<file path="src/rtl/switch_box_cfg_pkg.sv">
// Shared state encodings and counter-width helper for the switch-box config loader.
package switch_box_cfg_pkg;

  localparam logic [2:0] ST_IDLE   = 3'd0;
  localparam logic [2:0] ST_FILL   = 3'd1;
  localparam logic [2:0] ST_SHIFT  = 3'd2;
  localparam logic [2:0] ST_COMMIT = 3'd3;
  localparam logic [2:0] ST_DONE   = 3'd4;

  // Bits needed to hold a down-counter that starts at max_val and stops at 0.
  function automatic int unsigned cnt_w(input int unsigned max_val);
    return (max_val < 1) ? 1 : $clog2(max_val + 1);
  endfunction

endpackage

</file>
<file path="src/rtl/cfg_word_serializer.sv">
// Load/shift register for one configuration word with a count of bits still to emit.
module cfg_word_serializer
  import switch_box_cfg_pkg::*;
#(
  parameter int unsigned WORD_W = 8,
  parameter int unsigned CNT_W  = 4
) (
  input  logic              clk,
  input  logic              rst_n,
  input  logic              i_load,
  input  logic              i_shift,
  input  logic [WORD_W-1:0] i_data,
  input  logic [CNT_W-1:0]  i_load_cnt,
  output logic              o_next_bit_c,
  output logic              o_last_c
);

  logic [WORD_W-1:0] r_shreg;
  logic [CNT_W-1:0]  r_word_left;
  logic [WORD_W-1:0] w_shreg_nxt;
  logic [CNT_W-1:0]  w_left_nxt;

  always_comb begin
    w_shreg_nxt = r_shreg;
    w_left_nxt  = r_word_left;
    if (i_load) begin
      w_shreg_nxt = i_data;
      w_left_nxt  = i_load_cnt;
    end else if (i_shift) begin
      w_shreg_nxt = r_shreg >> 1;
      if (r_word_left != '0) begin
        w_left_nxt = r_word_left - CNT_W'(1);
      end
    end
  end

  always_ff @(posedge clk) begin
    if (!rst_n) begin
      r_shreg     <= '0;
      r_word_left <= '0;
    end else begin
      r_shreg     <= w_shreg_nxt;
      r_word_left <= w_left_nxt;
    end
  end

  // Bit that will sit at the chain-facing end after this edge; lets the top register cfg_out.
  assign o_next_bit_c = w_shreg_nxt[0];
  assign o_last_c     = (r_word_left == CNT_W'(1));

endmodule

</file>
<file path="src/rtl/switch_box_config_loader.sv">
// Streams configuration words LSB-first onto the switch-box config chain and strobes commit
// once exactly CHAIN_LEN bits have been shifted.
module switch_box_config_loader
  import switch_box_cfg_pkg::*;
#(
  parameter int unsigned WORD_W    = 8,
  parameter int unsigned CHAIN_LEN = 20
) (
  input  logic              clk,
  input  logic              rst_n,
  input  logic              start,
  input  logic [WORD_W-1:0] in_data,
  input  logic              in_valid,
  output logic              in_ready,
  output logic              cfg_en,
  output logic              cfg_out,
  output logic              cfg_commit,
  output logic              busy,
  output logic              cfg_done
);

  localparam int unsigned REM_W = cnt_w(CHAIN_LEN);
  localparam int unsigned WL_W  = cnt_w(WORD_W);

  logic [2:0]       r_state;
  logic [2:0]       w_state_nxt;
  logic [REM_W-1:0] r_remaining;
  logic [REM_W-1:0] w_rem_nxt;
  logic [WL_W-1:0]  w_load_cnt;
  logic             w_load;
  logic             w_shift;
  logic             w_next_bit;
  logic             w_last;

  logic r_in_ready;
  logic r_cfg_en;
  logic r_cfg_out;
  logic r_cfg_commit;
  logic r_busy;
  logic r_cfg_done;

  // Final word of the load only contributes the bits the chain still needs.
  assign w_load_cnt = (32'(r_remaining) >= WORD_W) ? WL_W'(WORD_W) : WL_W'(r_remaining);

  always_comb begin
    w_state_nxt = r_state;
    w_rem_nxt   = r_remaining;
    w_load      = 1'b0;
    w_shift     = 1'b0;
    case (r_state)
      ST_IDLE, ST_DONE: begin
        if (start) begin
          w_state_nxt = ST_FILL;
          w_rem_nxt   = REM_W'(CHAIN_LEN);
        end
      end
      ST_FILL: begin
        if (in_valid && r_in_ready) begin
          w_load      = 1'b1;
          w_state_nxt = ST_SHIFT;
        end
      end
      ST_SHIFT: begin
        w_shift = 1'b1;
        if (r_remaining != '0) begin
          w_rem_nxt = r_remaining - REM_W'(1);
        end
        if (r_remaining == REM_W'(1)) begin
          w_state_nxt = ST_COMMIT;
        end else if (w_last) begin
          w_state_nxt = ST_FILL;
        end
      end
      ST_COMMIT: w_state_nxt = ST_DONE;
      default:   w_state_nxt = ST_IDLE;
    endcase
  end

  cfg_word_serializer #(
    .WORD_W (WORD_W),
    .CNT_W  (WL_W)
  ) u_ser (
    .clk          (clk),
    .rst_n        (rst_n),
    .i_load       (w_load),
    .i_shift      (w_shift),
    .i_data       (in_data),
    .i_load_cnt   (w_load_cnt),
    .o_next_bit_c (w_next_bit),
    .o_last_c     (w_last)
  );

  // Outputs are registered from the next state so each one lines up with the state it decodes.
  always_ff @(posedge clk) begin
    if (!rst_n) begin
      r_state      <= ST_IDLE;
      r_remaining  <= '0;
      r_in_ready   <= 1'b0;
      r_cfg_en     <= 1'b0;
      r_cfg_out    <= 1'b0;
      r_cfg_commit <= 1'b0;
      r_busy       <= 1'b0;
      r_cfg_done   <= 1'b0;
    end else begin
      r_state      <= w_state_nxt;
      r_remaining  <= w_rem_nxt;
      r_in_ready   <= (w_state_nxt == ST_FILL);
      r_cfg_en     <= (w_state_nxt == ST_SHIFT);
      r_cfg_out    <= (w_state_nxt == ST_SHIFT) && w_next_bit;
      r_cfg_commit <= (w_state_nxt == ST_COMMIT);
      r_busy       <= (w_state_nxt == ST_FILL) || (w_state_nxt == ST_SHIFT) ||
                      (w_state_nxt == ST_COMMIT);
      r_cfg_done   <= (w_state_nxt == ST_DONE);
    end
  end

  assign in_ready   = r_in_ready;
  assign cfg_en     = r_cfg_en;
  assign cfg_out    = r_cfg_out;
  assign cfg_commit = r_cfg_commit;
  assign busy       = r_busy;
  assign cfg_done   = r_cfg_done;

endmodule

</file>
<file path="config.mk">
export PLATFORM = sky130hd
export DESIGN_NAME = switch_box_config_loader
export DESIGN_NICKNAME = d
export VERILOG_FILES = /design/src/rtl/switch_box_cfg_pkg.sv /design/src/rtl/cfg_word_serializer.sv /design/src/rtl/switch_box_config_loader.sv
export SDC_FILE = /design/constraint.sdc
export NUM_CORES = 1
export LEC_CHECK = 0
export CAP_MARGIN = 20
export CORE_MARGIN = 5
export CORE_UTILIZATION = 57
export CTS_CLUSTER_DIAMETER = 200
export DETAILED_ROUTE_END_ITERATION = 10
export MAX_ROUTING_LAYER = met4
export PLACE_DENSITY = 0.81
export RECOVER_POWER = 100
export SYNTH_ARGS = -nofsm -noshare
export SYNTH_HDL_FRONTEND = slang
export SYNTH_HIERARCHICAL = 1
export SYNTH_SLANG_ARGS = --single-unit
</file>
<file path="constraint.sdc">
create_clock -name clk -period 4.5 [get_ports clk]
set_input_delay 0.9 -clock clk [delete_from_list [all_inputs] [get_ports clk]]
set_output_delay 0.9 -clock clk [all_outputs]
set_load 0.05 [all_outputs]
</file>
Yosys cells after proc, flatten, opt, wreduce, memory -nomap -nowiden
Cells that the tools add are included.
{"block": "classes", "n_addsub": 2, "n_lt_le_gt_ge": 1, "n_eq_ne": 12, "muxes": 17, "n_reduce_logical": 13}
{"cell": "2-to-1 mux 4 bit", "count": 4}
{"cell": "2-to-1 mux 8 bit", "count": 2}
{"cell": "== test 3 x 2 -> 1 bit (second input constant)", "count": 4}
{"cell": "2-to-1 mux 3 bit", "count": 4}
{"cell": "case mux 3 bit (4 select lines)", "count": 1}
{"cell": "2-to-1 mux 5 bit", "count": 2}
{"cell": "case mux 5 bit (2 select lines)", "count": 1}
{"cell": "== test 3 x 1 -> 1 bit (second input constant)", "count": 2}
{"cell": "== test 3 bit (second input constant)", "count": 2}
{"cell": "nonzero test 2 bit", "count": 3}
{"cell": "== test 5 x 1 -> 1 bit (second input constant)", "count": 1}
{"cell": "greater-or-equal comparator 5 x 4 -> 1 bit (second input constant)", "count": 1}
{"cell": "nonzero test 5 bit", "count": 1}
{"cell": "subtractor 5 x 1 -> 5 bit (second input constant)", "count": 1}
{"cell": "== test 4 x 1 -> 1 bit (second input constant)", "count": 1}
{"cell": "!= test 2 bit (second input constant)", "count": 2}
{"cell": "nonzero test 4 bit", "count": 1}
{"cell": "subtractor 4 x 1 -> 4 bit (second input constant)", "count": 1}
{"cell": "logical NOT 3 bit", "count": 1}
{"cell": "2-to-1 mux 1 bit", "count": 3}
{"cell": "AND reduction 3 bit", "count": 1}
{"cell": "logical AND 1 bit", "count": 2}
{"cell": "logical OR 1 bit", "count": 2}
{"cell": "AND reduction 2 bit", "count": 1}
{"cell": "OR reduction 2 bit", "count": 1}
{"block": "word_totals", "register_bits": 26, "in_bits": 12, "out_inout_bits": 6, "wordCells": 56}

Depth between registers and ports, before layout
Gate-level depths: netlist (run 1).
{"block": "logic_depth", "word_depth": 7, "mapped_depth": 7, "ltp_nobuf": 7}

Hierarchy
Netlist (run 1), hierarchy kept.
{"mod": "switch_box_config_loader", "n_inst": 1, "cells_per_inst": 71, "area_per_inst_um2": 671.9, "seq_area_each_um2": 280.3}
{"mod": "cfg_word_serializer", "n_inst": 1, "cells_per_inst": 70, "area_per_inst_um2": 620.6, "seq_area_each_um2": 240.2}

Worst setup path after synthesis (run 1)
No wires, ideal clock.
{"block": "synth_timing", "path_kind": "input -> register", "startpoint": "input in_valid", "endpoint": "register r_cfg_out, in the netlist cfg_out", "setup_ns": 0.074, "arrival_ns": 2.031, "required_time_ns": 4.426, "path_slack_ns": 2.395, "path_stages": 7, "path_buffers": 1, "path_cell_list": "nand2_1 nor4b_1 clkbuf_1 nand2_1 o21ai_0 nand4_1 nor3_2"}
{"block": "synth_via", "elab_chain_cells": 5, "elab_cells_between_ends": 8, "classes_between": "eq/ne: 1; mux: 5; reduce/logical: 2"}
{"element": "start: declaration", "line_no": "switch_box_config_loader.sv:13", "text": "input logic in_valid,"}
{"element": "logical AND 1 bit", "line_no": "switch_box_config_loader.sv:58", "text": "if (in_valid && r_in_ready) begin"}
{"element": "2-to-1 mux 1 bit", "line_no": "switch_box_config_loader.sv:58"}
{"element": "2-to-1 mux 1 bit", "line_no": "switch_box_config_loader.sv:50", "text": "case (r_state)"}
{"element": "via w_load", "line_no": "switch_box_config_loader.sv:30", "text": "logic w_load;"}
{"element": "2-to-1 mux 8 bit", "line_no": "cfg_word_serializer.sv:26", "text": "if (i_load) begin"}
{"element": "via w_next_bit", "line_no": "switch_box_config_loader.sv:32", "text": "logic w_next_bit;"}
{"element": "logical AND 1 bit", "line_no": "switch_box_config_loader.sv:109", "text": "r_cfg_out <= (w_state_nxt == ST_SHIFT) && w_next_bit;"}
{"element": "end signal: assignment", "line_no": "switch_box_config_loader.sv:109"}
{"element": "end: declaration", "line_no": "switch_box_config_loader.sv:37", "text": "logic r_cfg_out;"}
The timed path passes the listed nets, and every way through them passes these cells.
A chain may end at the register's enable or synchronous reset.

Worst setup path after layout (run 1)
{"block": "layout_timing", "startpoint": "input in_valid", "endpoint": "register u_ser.r_word_left[3]"}
{"block": "layout_via", "elab_chain_cells": 5, "elab_cells_between_ends": 7, "classes_between": "mux: 3; reduce/logical: 4"}
{"element": "logical AND 1 bit (*)", "line_no": "switch_box_config_loader.sv:58"}
{"element": "2-to-1 mux 1 bit (*)", "line_no": "switch_box_config_loader.sv:58"}
{"element": "2-to-1 mux 1 bit (*)", "line_no": "switch_box_config_loader.sv:50"}
{"element": "via w_load", "line_no": "switch_box_config_loader.sv:30"}
{"element": "nonzero test 2 bit (no source line)"}
{"element": "AND reduction 2 bit (no source line)"}
{"element": "end signal: assignment", "line_no": "cfg_word_serializer.sv:43", "text": "r_word_left <= w_left_nxt;"}
{"element": "end: declaration", "line_no": "cfg_word_serializer.sv:19", "text": "logic [CNT_W-1:0] r_word_left;"}
Mark *: on every way through the listed nets, which the timed path passes. The rest lies on a longest branch.

==> run_summary.xml, run 1 <==
<?xml version="1.0" encoding="UTF-8"?>
<metrics>
  <group name="pwr">
    <metric name="worst_ir_drop_vdd" unit="uV">240</metric>
    <metric name="pwr-share-seq" unit="%">53.8</metric>
    <metric name="combinational_share_of_power" unit="%">11.3</metric>
    <metric name="report.power.total" unit="uW">456</metric>
    <metric name="internal-power" unit="uW">351</metric>
    <metric name="relative_contribution_of_the_clock_network_to_total_power" unit="%">34.9</metric>
    <metric name="psw" unit="uW">105</metric>
    <metric name="power.static_leakage" unit="nW">0.542</metric>
    <metric name="ratio_of_total_power_to_cell_area" unit="mW/mm2">300</metric>
    <metric name="swShare" unit="%">23.0</metric>
  </group>
  <group name="global_routing">
    <metric name="met3_track_demand_over_resource" unit="%">3.12</metric>
    <metric name="global_route.usage.met1" unit="%">23.0</metric>
    <metric name="global_route_usage_over_all_layers" unit="%">17.5</metric>
    <metric name="grt_start_max_net_pins" unit="">22</metric>
    <metric name="globalRouteOverflowTotal" unit="">0</metric>
    <metric name="global_route_wire_length_before_repair" unit="um">4510</metric>
    <metric name="busiest_layer" unit="">met2</metric>
    <metric name="first_global_vias" unit="">1022</metric>
    <metric name="gr-usage-met2" unit="%">26.8</metric>
    <metric name="antenna_violations_before_repair" unit="">0</metric>
  </group>
  <group name="final_layout">
    <metric name="nets" unit="">178</metric>
    <metric name="syn2layout_area_growth" unit="%">17.5</metric>
    <metric name="final_layout_size_suffix_gt1_share" unit="%">6.92</metric>
    <metric name="finalInstanceArea" unit="mm2">0.00152</metric>
    <metric name="antenna-diode-count" unit="">0</metric>
  </group>
  <group name="clock_network">
    <metric name="htree_levels" unit="">1</metric>
    <metric name="cts-root-to-sink-buffers" unit="">2</metric>
    <metric name="clk_transition_reported_paths" unit="ns">0.14</metric>
    <metric name="clock_insertion_delay_worst_skew" unit="ns">0.32</metric>
    <metric name="cts_resized" unit="">0</metric>
    <metric name="post_cts.repair.setup_buffers" unit="">0</metric>
    <metric name="cts_buffers" unit="">3</metric>
    <metric name="cts_tree" unit="">done</metric>
    <metric name="post_cts_hold_buffer_count" unit="">0</metric>
    <metric name="clk_root_buffer_cell" unit="">sky130_fd_sc_hd__clkbuf_4</metric>
    <metric name="clkSinkCount" unit="">26</metric>
  </group>
  <group name="floorplanning">
    <metric name="io_pins" unit="">18</metric>
    <metric name="core_area" unit="mm2">0.00219</metric>
    <metric name="floorplan.die_area" unit="mm2">0.00332</metric>
    <metric name="die-height" unit="um">57.6</metric>
    <metric name="rows" unit="">17</metric>
    <metric name="initial_cell_density_of_the_core" unit="%">59.0</metric>
    <metric name="chipWidth" unit="um">57.6</metric>
  </group>
  <group name="worst_setup_path">
    <metric name="critical_path.startpoint_type" unit="">primary input</metric>
    <metric name="crit_arrival" unit="ns">3.18</metric>
    <metric name="critical_path_required" unit="ns">4.71</metric>
    <metric name="worstRegToRegCells" unit="">4</metric>
    <metric name="r2r_setup_slack" unit="ns">2.21</metric>
    <metric name="setup.worst_path.end" unit="">u_ser/r_word_left[3]</metric>
    <metric name="rr_startpoint" unit="">r_state[0]</metric>
    <metric name="worstSetupPathType" unit="">in -&gt; reg</metric>
    <metric name="reg2reg_to" unit="">u_ser/r_word_left[3]</metric>
    <metric name="startpoint_of_the_most_critical_setup_path" unit="">in_valid</metric>
    <metric name="endpoint_kind" unit="">register</metric>
    <metric name="path_max_fanout" unit="">15</metric>
  </group>
  <group name="place">
    <metric name="postPlaceCellArea" unit="mm2">0.00149</metric>
    <metric name="buffer_ports.inserted" unit="">17</metric>
    <metric name="globalplace.congestion" unit="">0.813</metric>
    <metric name="hpwl" unit="um">1840</metric>
  </group>
  <group name="synth">
    <metric name="postSynthRegisterBits" unit="">26</metric>
    <metric name="synth_area" unit="mm2">0.00129</metric>
    <metric name="synth-edff-count" unit="">0</metric>
    <metric name="postSynth.asyncResetShare" unit="%">0</metric>
    <metric name="synth.yosys.seq_area_share" unit="%">40.3</metric>
    <metric name="yosys_most_used_dff" unit="">sky130_fd_sc_hd__dfxtp_1</metric>
    <metric name="netlist-cell-type-count" unit="">39</metric>
    <metric name="yosys_warnings" unit="">6</metric>
    <metric name="syn_inst" unit="">141</metric>
    <metric name="synth.avg_cell_area" unit="um2">9.17</metric>
    <metric name="synth_fp_nets" unit="">159</metric>
  </group>
  <group name="routing">
    <metric name="drtIter0Drc" unit="">35</metric>
    <metric name="route.final.wire_length" unit="um">2540</metric>
    <metric name="detail_route.first_pass.iterations" unit="">4</metric>
    <metric name="routed-via-count" unit="">1064</metric>
    <metric name="routed_wire_length_per_instance" unit="um">13.6</metric>
    <metric name="vias_per_cell" unit="">5.69</metric>
    <metric name="drtAntennaViolNets" unit="">0</metric>
    <metric name="drcViolationCount" unit="">0</metric>
  </group>
  <group name="flow_run">
    <metric name="cap_viol_max_count" unit="">0</metric>
  </group>
  <group name="sta">
    <metric name="final_clock_skew" unit="ns">0.00448</metric>
    <metric name="layout_worst_path_cycle_share" unit="%">65.9</metric>
    <metric name="finalHoldViolCount" unit="">0</metric>
    <metric name="final-setup-viol-count" unit="">0</metric>
    <metric name="grt_setup_unrepaired" unit="">no</metric>
    <metric name="tightestPinTransition" unit="ns">1.03</metric>
    <metric name="timing.setup.tns" unit="ns">0</metric>
    <metric name="timing.fmax" unit="GHz">0.337</metric>
    <metric name="slew-limit-headroom" unit="%">31.3</metric>
    <metric name="slew_viol_final" unit="">0</metric>
    <metric name="fin_crit" unit="ns">2.97</metric>
    <metric name="holdWs" unit="ns">0.538</metric>
  </group>
  <group name="status">
    <metric name="run_status" unit="">completed</metric>
  </group>
  <group name="hold_path">
    <metric name="hp-class" unit="">reg -&gt; reg</metric>
  </group>
</metrics>
## per-layer routing
layer	up-vias	wire, um
met5	-	0
met3	2	94
met1	497	1210
li1	545	-
met4	0	19
met2	20	1210
## power by group through the flow
stage	combinational (mW)	sequential, mW	clock (mW)
6_report	0.0514	0.245	0.159
3_5_place_dp	0.0536	0.251	0
5_1_grt	0.0566	0.247	0.172
3_3_place_gp	0.0526	0.250	0
2_1_floorplan	0.0264	0.256	0
4_1_cts	0.0541	0.246	0.162
## critical path, stage by stage
cell and delay [ns]:
sky130_fd_sc_hd__dlygate4sd3_1 0.53, sky130_fd_sc_hd__nand2_1 0.08, sky130_fd_sc_hd__nor4b_2 0.85, sky130_fd_sc_hd__inv_1 0.46
sky130_fd_sc_hd__o21ai_0 0.30, sky130_fd_sc_hd__a21oi_1 0.06
## per-stage QoR
stage	util, %	instances	setup WS [ns]
after floorplan	-	141	2.40
after global placement	68.1	183	1.47
after detailed placement	68.1	183	1.31
after CTS	70.5	187	1.67
after global routing	69.3	187	1.40
final	69.3	187	1.53
## cell usage in the layout (no fill, tap or decap), drive strengths merged, types with 2 or more instances in the layout
cell type / Yosys / final
dfxtp: 26 / 26
nor2: 19 / 19
inv: 9 / 9
clkdlybuf4s50: 0 / 9
dlygate4sd3: 0 / 8
mux2i: 8 / 8
nand2: 7 / 7
nand3: 7 / 7
a21oi: 6 / 6
ha: 6 / 6
a211oi: 6 / 6
o21ai: 6 / 6
nor3b: 5 / 5
nor4b: 4 / 4
a31oi: 3 / 3
nand4: 3 / 3
clkbuf: 2 / 3
nor3: 3 / 3
and3: 3 / 3
nand4b: 2 / 2
a2111o: 2 / 2
and2: 2 / 2
or3b: 2 / 2
## registers in the layout, summed over array words and instances (netlist names)
name,count
busy,1
cfg_commit,1
cfg_done,1
cfg_en,1
cfg_out,1
in_ready,1
r_remaining,5
r_state,3
u_ser/r_shreg,8
u_ser/r_word_left,4
## layout make-up
class                           count  area, um2
Clock buffer                        3       22.5
Clock inverter                      1       30.0
Fill cell                         180        672
Inverter                           10       37.5
Multi-Input combinational cell    102        703
Sequential cell                    26        520
Tap cell                           28       35.0
Timing Repair Buffer               17        170
## synth_stat cells (2+ instances only)
| cell type | n | share of area, % |
|---|---|---|
| sky130_fd_sc_hd__a2111o_1 | 2 | 1.7 |
| sky130_fd_sc_hd__a211oi_1 | 6 | 3.5 |
| sky130_fd_sc_hd__a21oi_1 | 6 | 2.3 |
| sky130_fd_sc_hd__a31oi_1 | 3 | 1.5 |
| sky130_fd_sc_hd__and2_1 | 2 | 0.97 |
| sky130_fd_sc_hd__and3_1 | 2 | 0.97 |
| sky130_fd_sc_hd__clkbuf_1 | 2 | 0.58 |
| sky130_fd_sc_hd__dfxtp_1 | 26 | 40 |
| sky130_fd_sc_hd__ha_1 | 6 | 5.8 |
| sky130_fd_sc_hd__inv_1 | 9 | 2.6 |
| sky130_fd_sc_hd__mux2i_1 | 8 | 6.2 |
| sky130_fd_sc_hd__nand2_1 | 7 | 2.0 |
| sky130_fd_sc_hd__nand3_1 | 7 | 2.7 |
| sky130_fd_sc_hd__nand4_1 | 3 | 1.5 |
| sky130_fd_sc_hd__nand4b_1 | 2 | 1.4 |
| sky130_fd_sc_hd__nor2_1 | 19 | 5.5 |
| sky130_fd_sc_hd__nor3_2 | 2 | 1.5 |
| sky130_fd_sc_hd__nor3b_1 | 2 | 1.2 |
| sky130_fd_sc_hd__nor3b_2 | 2 | 1.9 |
| sky130_fd_sc_hd__nor4b_1 | 3 | 2.0 |
| sky130_fd_sc_hd__o21ai_0 | 3 | 1.2 |
| sky130_fd_sc_hd__o21ai_2 | 2 | 1.4 |
## how the worst min path moves through the flow
stage,start,endpoint,slack [ns],cells past startpoint
final,r_remaining[0],r_remaining[0],0.54,2
after floorplan,r_remaining[0],r_remaining[0],0.47,2
after global routing,r_remaining[0],r_remaining[0],0.56,2
after CTS,r_remaining[0],r_remaining[0],0.54,2
after detailed placement,r_remaining[0],r_remaining[0],0.52,2
after global placement,r_remaining[0],r_remaining[0],0.49,2
## cell families (layout without fill, tap and decap cells)
kind of cell	after synthesis	after routing	share of synthesized area [%]
xor gates and xnor gates	1	1	0.678
and+or+nand+nor	61	61	29.3
buffers and inverters	13	31	3.87
DFF	26	26	40.3
adders and majority gates	6	6	5.81
AOI/OAI and AO/OA	26	26	13.8
muxes	8	8	6.20
(Power assumes the default switching activity.)
==> run 2, diff against run 1 <==
Settings changed: CORE_UTILIZATION 57 to 53, PLACE_DENSITY 0.81 to 0.76.
Clock period 4.5 ns to 3.1 ns, I/O delays scaled along.
==> run_summary.xml, run 2 (synthesized netlist as in run 1, its figures left out) <==
<?xml version="1.0" encoding="UTF-8"?>
<metrics>
  <group name="worst_setup_path">
    <metric name="crit_arrival" unit="ns">2.65</metric>
    <metric name="cpMaxStageDelayCell" unit="">sky130_fd_sc_hd__nor4b_1</metric>
    <metric name="critical_path.startpoint_type" unit="">primary input</metric>
    <metric name="path_max_fanout" unit="">15</metric>
    <metric name="critical-path-top-delay-family" unit="">buffers and inverters</metric>
    <metric name="endpoint_kind" unit="">register</metric>
    <metric name="worstSetupPathType" unit="">in -&gt; reg</metric>
    <metric name="cp.buffers_inverters" unit="">2</metric>
    <metric name="critical_path_required" unit="ns">3.32</metric>
    <metric name="series_of_cell_instances_along_the_critical_path" unit="">clkdlybuf4s50_1, nand2_1, nor4b_1, inv_1, o21ai_0, a21oi_1</metric>
    <metric name="cp_slowest_stage_delay" unit="ns">0.76</metric>
  </group>
  <group name="pwr">
    <metric name="internal-power" unit="uW">509</metric>
    <metric name="ratio_of_total_power_to_cell_area" unit="mW/mm2">435</metric>
    <metric name="combinational_share_of_power" unit="%">11.3</metric>
    <metric name="swShare" unit="%">23.3</metric>
    <metric name="pwr-share-seq" unit="%">53.6</metric>
    <metric name="report.power.total" unit="uW">664</metric>
    <metric name="worst_ir_drop_vdd" unit="uV">359</metric>
    <metric name="power.static_leakage" unit="nW">0.556</metric>
    <metric name="psw" unit="uW">155</metric>
    <metric name="relative_contribution_of_the_clock_network_to_total_power" unit="%">35.1</metric>
  </group>
  <group name="global_routing">
    <metric name="global_route_wire_length_before_repair" unit="um">4350</metric>
    <metric name="grt_start_max_net_pins" unit="">16</metric>
    <metric name="globalRouteOverflowTotal" unit="">0</metric>
    <metric name="global_route_usage_over_all_layers" unit="%">16.8</metric>
    <metric name="first_global_vias" unit="">998</metric>
    <metric name="antenna_violations_before_repair" unit="">0</metric>
  </group>
  <group name="floorplanning">
    <metric name="floorplan.die_area" unit="mm2">0.00353</metric>
    <metric name="chipWidth" unit="um">59.4</metric>
    <metric name="io_pins" unit="">18</metric>
    <metric name="core_area" unit="mm2">0.00228</metric>
    <metric name="die-height" unit="um">59.4</metric>
    <metric name="initial_cell_density_of_the_core" unit="%">56.8</metric>
    <metric name="rows" unit="">17</metric>
  </group>
  <group name="final_layout">
    <metric name="layout.cells.most_common_list" unit="">26 x sky130_fd_sc_hd__dfxtp_1, 19 x sky130_fd_sc_hd__nor2_1, 10 x sky130_fd_sc_hd__clkdlybuf4s50_1, 9 x sky130_fd_sc_hd__inv_1, 8 x sky130_fd_sc_hd__mux2i_1</metric>
    <metric name="syn2layout_area_growth" unit="%">18.2</metric>
    <metric name="nets" unit="">181</metric>
    <metric name="top_regs" unit="">u_ser/r_shreg x8, r_remaining x5, u_ser/r_word_left x4</metric>
    <metric name="antenna-diode-count" unit="">0</metric>
    <metric name="final_layout_size_suffix_gt1_share" unit="%">8.02</metric>
    <metric name="largest_register" unit="">u_ser/r_shreg</metric>
    <metric name="layout.cells.most_common" unit="">sky130_fd_sc_hd__dfxtp_1</metric>
    <metric name="largest_reg_flops" unit="">8</metric>
  </group>
  <group name="place">
    <metric name="buffer_ports.inserted" unit="">17</metric>
    <metric name="hpwl" unit="um">1930</metric>
    <metric name="dpl_worst_slack" unit="ns">0.701</metric>
    <metric name="globalplace.congestion" unit="">0.806</metric>
  </group>
  <group name="routing">
    <metric name="route.final.wire_length" unit="um">2670</metric>
    <metric name="routed-via-count" unit="">1071</metric>
    <metric name="routed.top_layer" unit="">met4</metric>
    <metric name="routed-wl-met2" unit="um">1220</metric>
    <metric name="met1Wirelength" unit="um">1320</metric>
    <metric name="drtAntennaViolNets" unit="">0</metric>
    <metric name="routed_wire_length_per_instance" unit="um">14.0</metric>
    <metric name="detail_route.first_pass.iterations" unit="">4</metric>
    <metric name="vias_per_cell" unit="">5.64</metric>
    <metric name="drtIter0Drc" unit="">36</metric>
    <metric name="wl_met3" unit="um">69</metric>
    <metric name="drcViolationCount" unit="">0</metric>
  </group>
  <group name="clock_network">
    <metric name="clock_insertion_delay_worst_skew" unit="ns">0.32</metric>
    <metric name="post_cts_hold_buffer_count" unit="">0</metric>
    <metric name="cts_resized" unit="">0</metric>
    <metric name="htree_levels" unit="">1</metric>
    <metric name="post_cts.repair.setup_buffers" unit="">0</metric>
    <metric name="cts_tree" unit="">done</metric>
    <metric name="clkSinkCount" unit="">26</metric>
    <metric name="cts_buffers" unit="">3</metric>
    <metric name="cts-root-to-sink-buffers" unit="">2</metric>
    <metric name="clk_root_buffer_cell" unit="">sky130_fd_sc_hd__clkbuf_4</metric>
    <metric name="clk_transition_reported_paths" unit="ns">0.14</metric>
  </group>
  <group name="sta">
    <metric name="final-setup-viol-count" unit="">0</metric>
    <metric name="finalHoldViolCount" unit="">0</metric>
    <metric name="grt_setup_unrepaired" unit="">no</metric>
    <metric name="holdWs" unit="ns">0.528</metric>
    <metric name="fin_crit" unit="ns">2.43</metric>
    <metric name="layout_worst_path_cycle_share" unit="%">78.5</metric>
    <metric name="timing.fmax" unit="GHz">0.411</metric>
    <metric name="final_clock_skew" unit="ns">0.00354</metric>
    <metric name="timing.setup.tns" unit="ns">0</metric>
    <metric name="slew-limit-headroom" unit="%">37.3</metric>
    <metric name="tightestPinTransition" unit="ns">0.927</metric>
    <metric name="layout_setup_ws" unit="ns">0.666</metric>
    <metric name="slew_viol_final" unit="">0</metric>
  </group>
  <group name="hold_path">
    <metric name="hp-class" unit="">reg -&gt; reg</metric>
  </group>
  <group name="flow_run">
    <metric name="cap_viol_max_count" unit="">0</metric>
  </group>
  <group name="status">
    <metric name="run_status" unit="">completed</metric>
  </group>
</metrics>
run 2: cell count changes in the layout (fill, tap and decap cells not counted), sizes merged:
cell,before,now
buf,0,2
clkbuf,3,4
clkdlybuf4s50,9,10
dlygate4sd3,8,7
run 2: power groups by stage:
stage               sequential, mW  clock [mW]  combinational, mW
finish                       0.356       0.233             0.0752
global route                 0.358       0.262             0.0825
CTS                          0.357       0.239             0.0803
detailed placement           0.364           0             0.0798
global placement             0.363           0             0.0781
floorplan                    0.372           0             0.0383
run 2: path summary, 6_finish.rpt:
path,start,endpoint,slack (ns),depth (start not counted)
hold reg to reg,r_remaining[0],r_remaining[0],0.53,2
hold / removal,r_remaining[0],r_remaining[0],0.53,2
setup reg to reg,r_state[1],u_ser/r_word_left[3],0.91,5
setup / recovery,in_valid,u_ser/r_word_left[3],0.67,6
run 2: per-layer routing:
layer	global-route usage [%]	vias to the layer above
met1	22.0	500
met4	6.80	0
met2	25.0	18
li1	-	546
met5	-	-
met3	3.49	7
run 2: per-stage QoR:
| step | utilization (%) | std cells | area, um2 |
|---|---|---|---|
| 2_1_floorplan | - | 141 | 1290 |
| 3_3_place_gp | 66.5 | 186 | 1510 |
| 3_5_place_dp | 66.5 | 186 | 1510 |
| 4_1_cts | 68.8 | 190 | 1570 |
| 5_1_grt | 67.1 | 190 | 1530 |
| 6_report | 67.1 | 190 | 1530 |
run 2: cell type report:
class                      instances  area [um2]
fill                             200         748
multi-input combinational        102         693
sequential                        26         520
timing repair buffer              20         189
inverter                          10        37.5
tap                               28        35.0
clock inverter                     1        30.0
clock buffer                       3        22.5
run 2: worst min-delay path, cell delays in order (launching register included):
cell                      delay, ns
sky130_fd_sc_hd__dfxtp_1       0.37
sky130_fd_sc_hd__nand3_1       0.08
sky130_fd_sc_hd__a21oi_1       0.05
==> run 3, diff against run 2 <==
Clock period 3.1 ns to 2.5 ns, I/O delays scaled along.
==> run_summary.xml, run 3 (synthesized netlist as in run 1, its figures left out) <==
<?xml version="1.0" encoding="UTF-8"?>
<metrics>
  <group name="status">
    <metric name="run_status" unit="">completed</metric>
  </group>
  <group name="sta">
    <metric name="holdWs" unit="ns">0.531</metric>
    <metric name="timing.fmax" unit="GHz">0.490</metric>
    <metric name="finalHoldViolCount" unit="">0</metric>
    <metric name="timing.setup.tns" unit="ns">0</metric>
    <metric name="fin_crit" unit="ns">2.04</metric>
    <metric name="slew-limit-headroom" unit="%">52.8</metric>
    <metric name="layout_worst_path_cycle_share" unit="%">81.7</metric>
    <metric name="final-setup-viol-count" unit="">0</metric>
    <metric name="grt_setup_unrepaired" unit="">no</metric>
    <metric name="final_clock_skew" unit="ns">0.00959</metric>
    <metric name="slew_viol_final" unit="">0</metric>
    <metric name="tightestPinTransition" unit="ns">0.705</metric>
  </group>
  <group name="final_layout">
    <metric name="layoutNonFillerInstCount" unit="">190</metric>
    <metric name="antenna-diode-count" unit="">0</metric>
    <metric name="top_regs" unit="">u_ser/r_shreg x8, r_remaining x5, u_ser/r_word_left x4</metric>
    <metric name="syn2layout_area_growth" unit="%">18.6</metric>
    <metric name="fillers" unit="">191</metric>
    <metric name="seq_area" unit="um2">520</metric>
    <metric name="layout.cells.most_common" unit="">sky130_fd_sc_hd__dfxtp_1</metric>
    <metric name="largest_register" unit="">u_ser/r_shreg</metric>
    <metric name="nets" unit="">181</metric>
    <metric name="largest_reg_flops" unit="">8</metric>
    <metric name="final_layout_size_suffix_gt1_share" unit="%">8.64</metric>
    <metric name="finalInstanceArea" unit="mm2">0.00153</metric>
    <metric name="layout.cells.most_common_list" unit="">26 x sky130_fd_sc_hd__dfxtp_1, 19 x sky130_fd_sc_hd__nor2_1, 10 x sky130_fd_sc_hd__clkdlybuf4s50_1, 9 x sky130_fd_sc_hd__inv_1, 8 x sky130_fd_sc_hd__mux2i_1</metric>
    <metric name="multi_input_comb_area" unit="um2">694</metric>
  </group>
  <group name="global_routing">
    <metric name="antenna_violations_before_repair" unit="">0</metric>
    <metric name="globalRouteOverflowTotal" unit="">0</metric>
    <metric name="global_route_usage_over_all_layers" unit="%">16.0</metric>
    <metric name="grt_start_max_net_pins" unit="">16</metric>
    <metric name="first_global_vias" unit="">1012</metric>
    <metric name="global_route_wire_length_before_repair" unit="um">4270</metric>
  </group>
  <group name="routing">
    <metric name="routed-via-count" unit="">1061</metric>
    <metric name="route.final.wire_length" unit="um">2560</metric>
    <metric name="drtAntennaViolNets" unit="">0</metric>
    <metric name="vias_per_cell" unit="">5.58</metric>
    <metric name="routed_wire_length_per_instance" unit="um">13.5</metric>
    <metric name="drtIter0Drc" unit="">21</metric>
    <metric name="detail_route.first_pass.iterations" unit="">4</metric>
    <metric name="drcViolationCount" unit="">0</metric>
  </group>
  <group name="worst_setup_path">
    <metric name="cp.buffers_inverters" unit="">1</metric>
    <metric name="critical-path-top-delay-family" unit="">buffers and inverters</metric>
    <metric name="critical_path_required" unit="ns">2.00</metric>
    <metric name="rr_startpoint" unit="">r_state[1]</metric>
    <metric name="cp_slowest_stage_delay" unit="ns">0.87</metric>
    <metric name="crit_arrival" unit="ns">1.54</metric>
    <metric name="critical_path.startpoint_type" unit="">register</metric>
    <metric name="path_max_fanout" unit="">2</metric>
    <metric name="cpMaxStageDelayCell" unit="">sky130_fd_sc_hd__dlygate4sd3_1</metric>
    <metric name="startpoint_of_the_most_critical_setup_path" unit="">in_ready</metric>
    <metric name="endpoint_kind" unit="">output pin</metric>
    <metric name="worstSetupPathType" unit="">reg -&gt; out</metric>
    <metric name="series_of_cell_instances_along_the_critical_path" unit="">dlygate4sd3_1</metric>
  </group>
  <group name="clock_network">
    <metric name="htree_levels" unit="">1</metric>
    <metric name="cts-root-to-sink-buffers" unit="">2</metric>
    <metric name="cts_resized" unit="">0</metric>
    <metric name="cts_tree" unit="">done</metric>
    <metric name="cts_buffers" unit="">3</metric>
    <metric name="post_cts.repair.setup_buffers" unit="">0</metric>
    <metric name="clk_transition_reported_paths" unit="ns">0.14</metric>
    <metric name="clk_root_buffer_cell" unit="">sky130_fd_sc_hd__clkbuf_4</metric>
    <metric name="clkSinkCount" unit="">26</metric>
    <metric name="post_cts_hold_buffer_count" unit="">0</metric>
    <metric name="clock_insertion_delay_worst_skew" unit="ns">0.32</metric>
  </group>
  <group name="place">
    <metric name="numPlacedInstances" unit="">186</metric>
    <metric name="postPlaceCellArea" unit="mm2">0.00151</metric>
    <metric name="globalplace.congestion" unit="">0.778</metric>
    <metric name="hpwl" unit="um">1920</metric>
    <metric name="buffer_ports.inserted" unit="">17</metric>
  </group>
  <group name="floorplanning">
    <metric name="core_area" unit="mm2">0.00228</metric>
    <metric name="floorplan.die_area" unit="mm2">0.00353</metric>
    <metric name="die-height" unit="um">59.4</metric>
    <metric name="chipWidth" unit="um">59.4</metric>
    <metric name="initial_cell_density_of_the_core" unit="%">56.8</metric>
    <metric name="rows" unit="">17</metric>
    <metric name="io_pins" unit="">18</metric>
  </group>
  <group name="pwr">
    <metric name="power.static_leakage" unit="nW">0.565</metric>
    <metric name="ratio_of_total_power_to_cell_area" unit="mW/mm2">531</metric>
    <metric name="worst_ir_drop_vdd" unit="uV">471</metric>
  </group>
  <group name="hold_path">
    <metric name="hp-class" unit="">reg -&gt; reg</metric>
    <metric name="hold_path.startpoint" unit="">r_remaining[0]</metric>
  </group>
  <group name="flow_run">
    <metric name="cap_viol_max_count" unit="">0</metric>
  </group>
</metrics>
## run 3: changes by cell type in the layout (fill, tap and decap cells not counted), sizes merged
cell and delta:
buf +1, clkbuf -1
## run 3: through the flow
step           setup WS, ns  utilization, %  total power, mW
2_1_floorplan         0.616               -            0.508
3_3_place_gp          0.512            66.5            0.547
3_5_place_dp          0.471            66.5            0.550
4_1_cts               0.501            68.8            0.833
5_1_grt               0.355            67.3            0.852
6_report              0.457            67.3            0.814
## run 3: worst paths after layout
| path | cells after the start | endpoint | slack, ns |
|---|---|---|---|
| max | 1 | in_ready | 0.46 |
| min | 2 | r_remaining[0] | 0.53 |
| max reg2reg | 4 | cfg_commit | 0.55 |
| min reg2reg | 2 | r_remaining[0] | 0.53 |
## run 3: final cells by class
cell class              count  area share (%)
inverters                  10            2.45
clock inverters             1            1.96
flip-flops and latches     26            34.0
repair buffers             20            12.6
well taps                  28            2.29
multi-input cells         102            45.3
clock buffers               3            1.47
## run 3: layer usage
layer | vias up | track usage, % | part of all wire, %
met2 | 22 | 23.6 | 47
li1 | 553 | - | -
met1 | 482 | 20.7 | 49
met3 | 4 | 2.83 | 3.0
met5 | - | - | 0
met4 | 0 | 8.41 | 1.1
## run 3: power breakdown
group,internal (mW),switching [mW]
Combinational,0.0419,0.0504
Clock,0.162,0.118
Sequential,0.428,0.0134
==> RTL change (flow settings as in run 1) <==
`r_shreg` no longer has a reset.
--- a/src/rtl/cfg_word_serializer.sv
+++ b/src/rtl/cfg_word_serializer.sv
@@ -36,12 +36,14 @@
 
   always_ff @(posedge clk) begin
     if (!rst_n) begin
-      r_shreg     <= '0;
       r_word_left <= '0;
     end else begin
-      r_shreg     <= w_shreg_nxt;
       r_word_left <= w_left_nxt;
     end
+  end
+
+  always_ff @(posedge clk) begin
+    r_shreg <= w_shreg_nxt;
   end
 
   // Bit that will sit at the chain-facing end after this edge; lets the top register cfg_out.
Function: no difference found for any inputs over 10 cycles, from zero or initial values and one cycle with rst_n low; that may be too few to reach the edited logic, so the function may still have changed.
==> RTL change against run 1 <==
The flow now finishes with violations (capacitance limit, slew limit); count of clock-buffer cells in the layout did not move; register-to-register slack got worse by 620 ps; via count fell by 7.3%; worst setup slack improved by 58 ps; sequential cell count did not move; total power rose by 3.8%; fmax rose by 2.0%; area after synthesis fell by 0.68%; cell area fell by 1.5%; first-iteration DRC count rose by 49%; clock skew fell by 3.9 ps; wire length fell by 3.8%; critical path type is now flop to flop; critical endpoint is now r_remaining[1]; largest power group unchanged; highest routed layer unchanged.
==> RTL change: results (changes against run 1) <==
- The flow ran to the end, but the final reports show violations.
- The checks that failed: capacitance limit, slew limit.
- The peak fanout along the critical path is 16 (+1).
- The fraction of final layout cells sized beyond drive strength 1 is 0.0612 (-0.00796).
- The via count of the routed design is 986 (-7.3%).
- The reported leakage power is 0.555 nW (+2.4%).
- Clock tree synthesis selected as its root buffer the cell sky130_fd_sc_hd__clkbuf_4.
- The final wirelength is 2440 um (-3.8%).
- The HPWL after detailed placement came to 1780 um (-2.9%).
- The pin count of the biggest net entering global routing is 21 (-4.5%).
- Ranked by instance count, the synthesized netlist is headed by sky130_fd_sc_hd__dfxtp_1, sky130_fd_sc_hd__nor2_1, sky130_fd_sc_hd__inv_1.
- The number of max-capacitance violations reported was 1 (+1).
- The number of detailed-route iterations in the first pass came to 5 (+1).
- The number of flops mapped to enable cells by yosys is 7 (+7).
- The number of nets produced by synthesis is 146 (-8.2%).
- The post-synthesis cell type count is 40 (+2.6%).
- The sequential area share after synthesis is 0.460 (+0.0573).
- The overall fraction of global-route tracks in use was 0.162 (-0.0132).
- The register-to-register setup slack is 1590 ps (-620 ps).
- The number of hold violations in the final report is 0 (unchanged).
- The data arrival time of the worst path is 3150 ps (-30 ps).
- The cell area after layout is 1500 um2 (-1.5%).
- The worst hold path begins at r_remaining[0].
- The clock tree buffer depth was 2 (unchanged).
- Sorting the synthesized cells by area gives the leading types as sky130_fd_sc_hd__dfxtp_1, sky130_fd_sc_hd__edfxtp_1, sky130_fd_sc_hd__ha_1.
- The clock slew at the register clock pins of the worst setup and hold paths came to 140 ps (about the same).
- The worst hold slack was 524 ps (-14.6 ps).
- The number of max-slew violations in the final report was 17 (+17).
- The final worst clock skew is 0.541 ps (-3.94 ps).
- The peak supply drop was 256 uV (+6.5%).
- The violation count after the first detailed-routing iteration came to 52 (+49%).
- The weighted congestion reported at the end of routability-driven placement is 0.718 (-12%).
- The final net count is 166 (-6.7%).
- The number of global-route vias before repair is 919 (-10%).
- The number of levels in the clock H-tree came to 1 (unchanged).
- The transition time at the pin with the least slew margin is 1770 ps (+738 ps).
- The setup path with the least slack is of type flop to flop.
- The filler cell count in the final layout came to 175 (-2.8%).
- The number of buffers created by CTS was 3 (unchanged).
- The cell area after placement was 1490 um2 (about the same).
- The worst register-to-register path begins at r_state[1].
- The first-pass GRT wire length is 4040 um (-11%).
- The clock latency on the worst-skew pair is between 300 and 400 ps.
- The fraction of registers with async set or reset after synthesis came to 0 (unchanged).
- The count of buffers added by post-CTS timing repair for setup is 0 (unchanged).
## RTL change: area by class of cell
cell class | instances | area share
multi-input combinational | 89 | 0.406
sequential | 26 | 0.395
timing repair buffer | 18 | 0.116
inverter | 10 | 0.0251
tap | 28 | 0.0234
clock inverter | 1 | 0.0201
clock buffer | 3 | 0.0151
## RTL change: through the flow
step / std cells / worst slack, ps / total power, mW
after global routing: 175 / 1360 / 0.495
final: 175 / 1590 / 0.473
after CTS: 175 / 2080 / 0.481
after floorplan: 128 / 2260 / 0.299
after global placement: 171 / 2050 / 0.320
after detailed placement: 171 / 1980 / 0.322
## RTL change: kinds of logic after synthesis
kind of cell,Yosys count,synth area share
fa+ha+maj,6,0.0585
xor+xnor,1,0.00682
flops,26,0.460
buf+inv,13,0.0390
simple gates,55,0.279
compound gates,25,0.141
mux,2,0.0156
## RTL change: layer usage
metal | up-vias | GRT usage | routed length [um]
met1 | 465 | 0.221 | 1200
met3 | 4 | 0.0385 | 96
met5 | - | - | 0
met2 | 17 | 0.224 | 1100
li1 | 500 | - | -
met4 | 0 | 0.0762 | 42
## RTL change: final timing paths
check                        end  depth (start not counted)
setup / recovery  r_remaining[1]                          4
hold / removal    r_remaining[0]                          2
setup reg to reg  r_remaining[1]                          4
hold reg to reg   r_remaining[0]                          2
## RTL change: critical path, cell delays in order, from the launching register on
cell and delay (ps):
sky130_fd_sc_hd__dfxtp_1 460, sky130_fd_sc_hd__nor3b_1 1410, sky130_fd_sc_hd__o21ai_0 450, sky130_fd_sc_hd__and3_1 340, sky130_fd_sc_hd__o21a_1 160
## RTL change: where the power goes
group / switching [mW] / leakage [nW] / internal, mW / total, mW
Combinational: 0.0299 / 0.309 / 0.0235 / 0.0534
Clock: 0.0713 / 0.0279 / 0.0902 / 0.161
Sequential: 0.00768 / 0.219 / 0.251 / 0.259
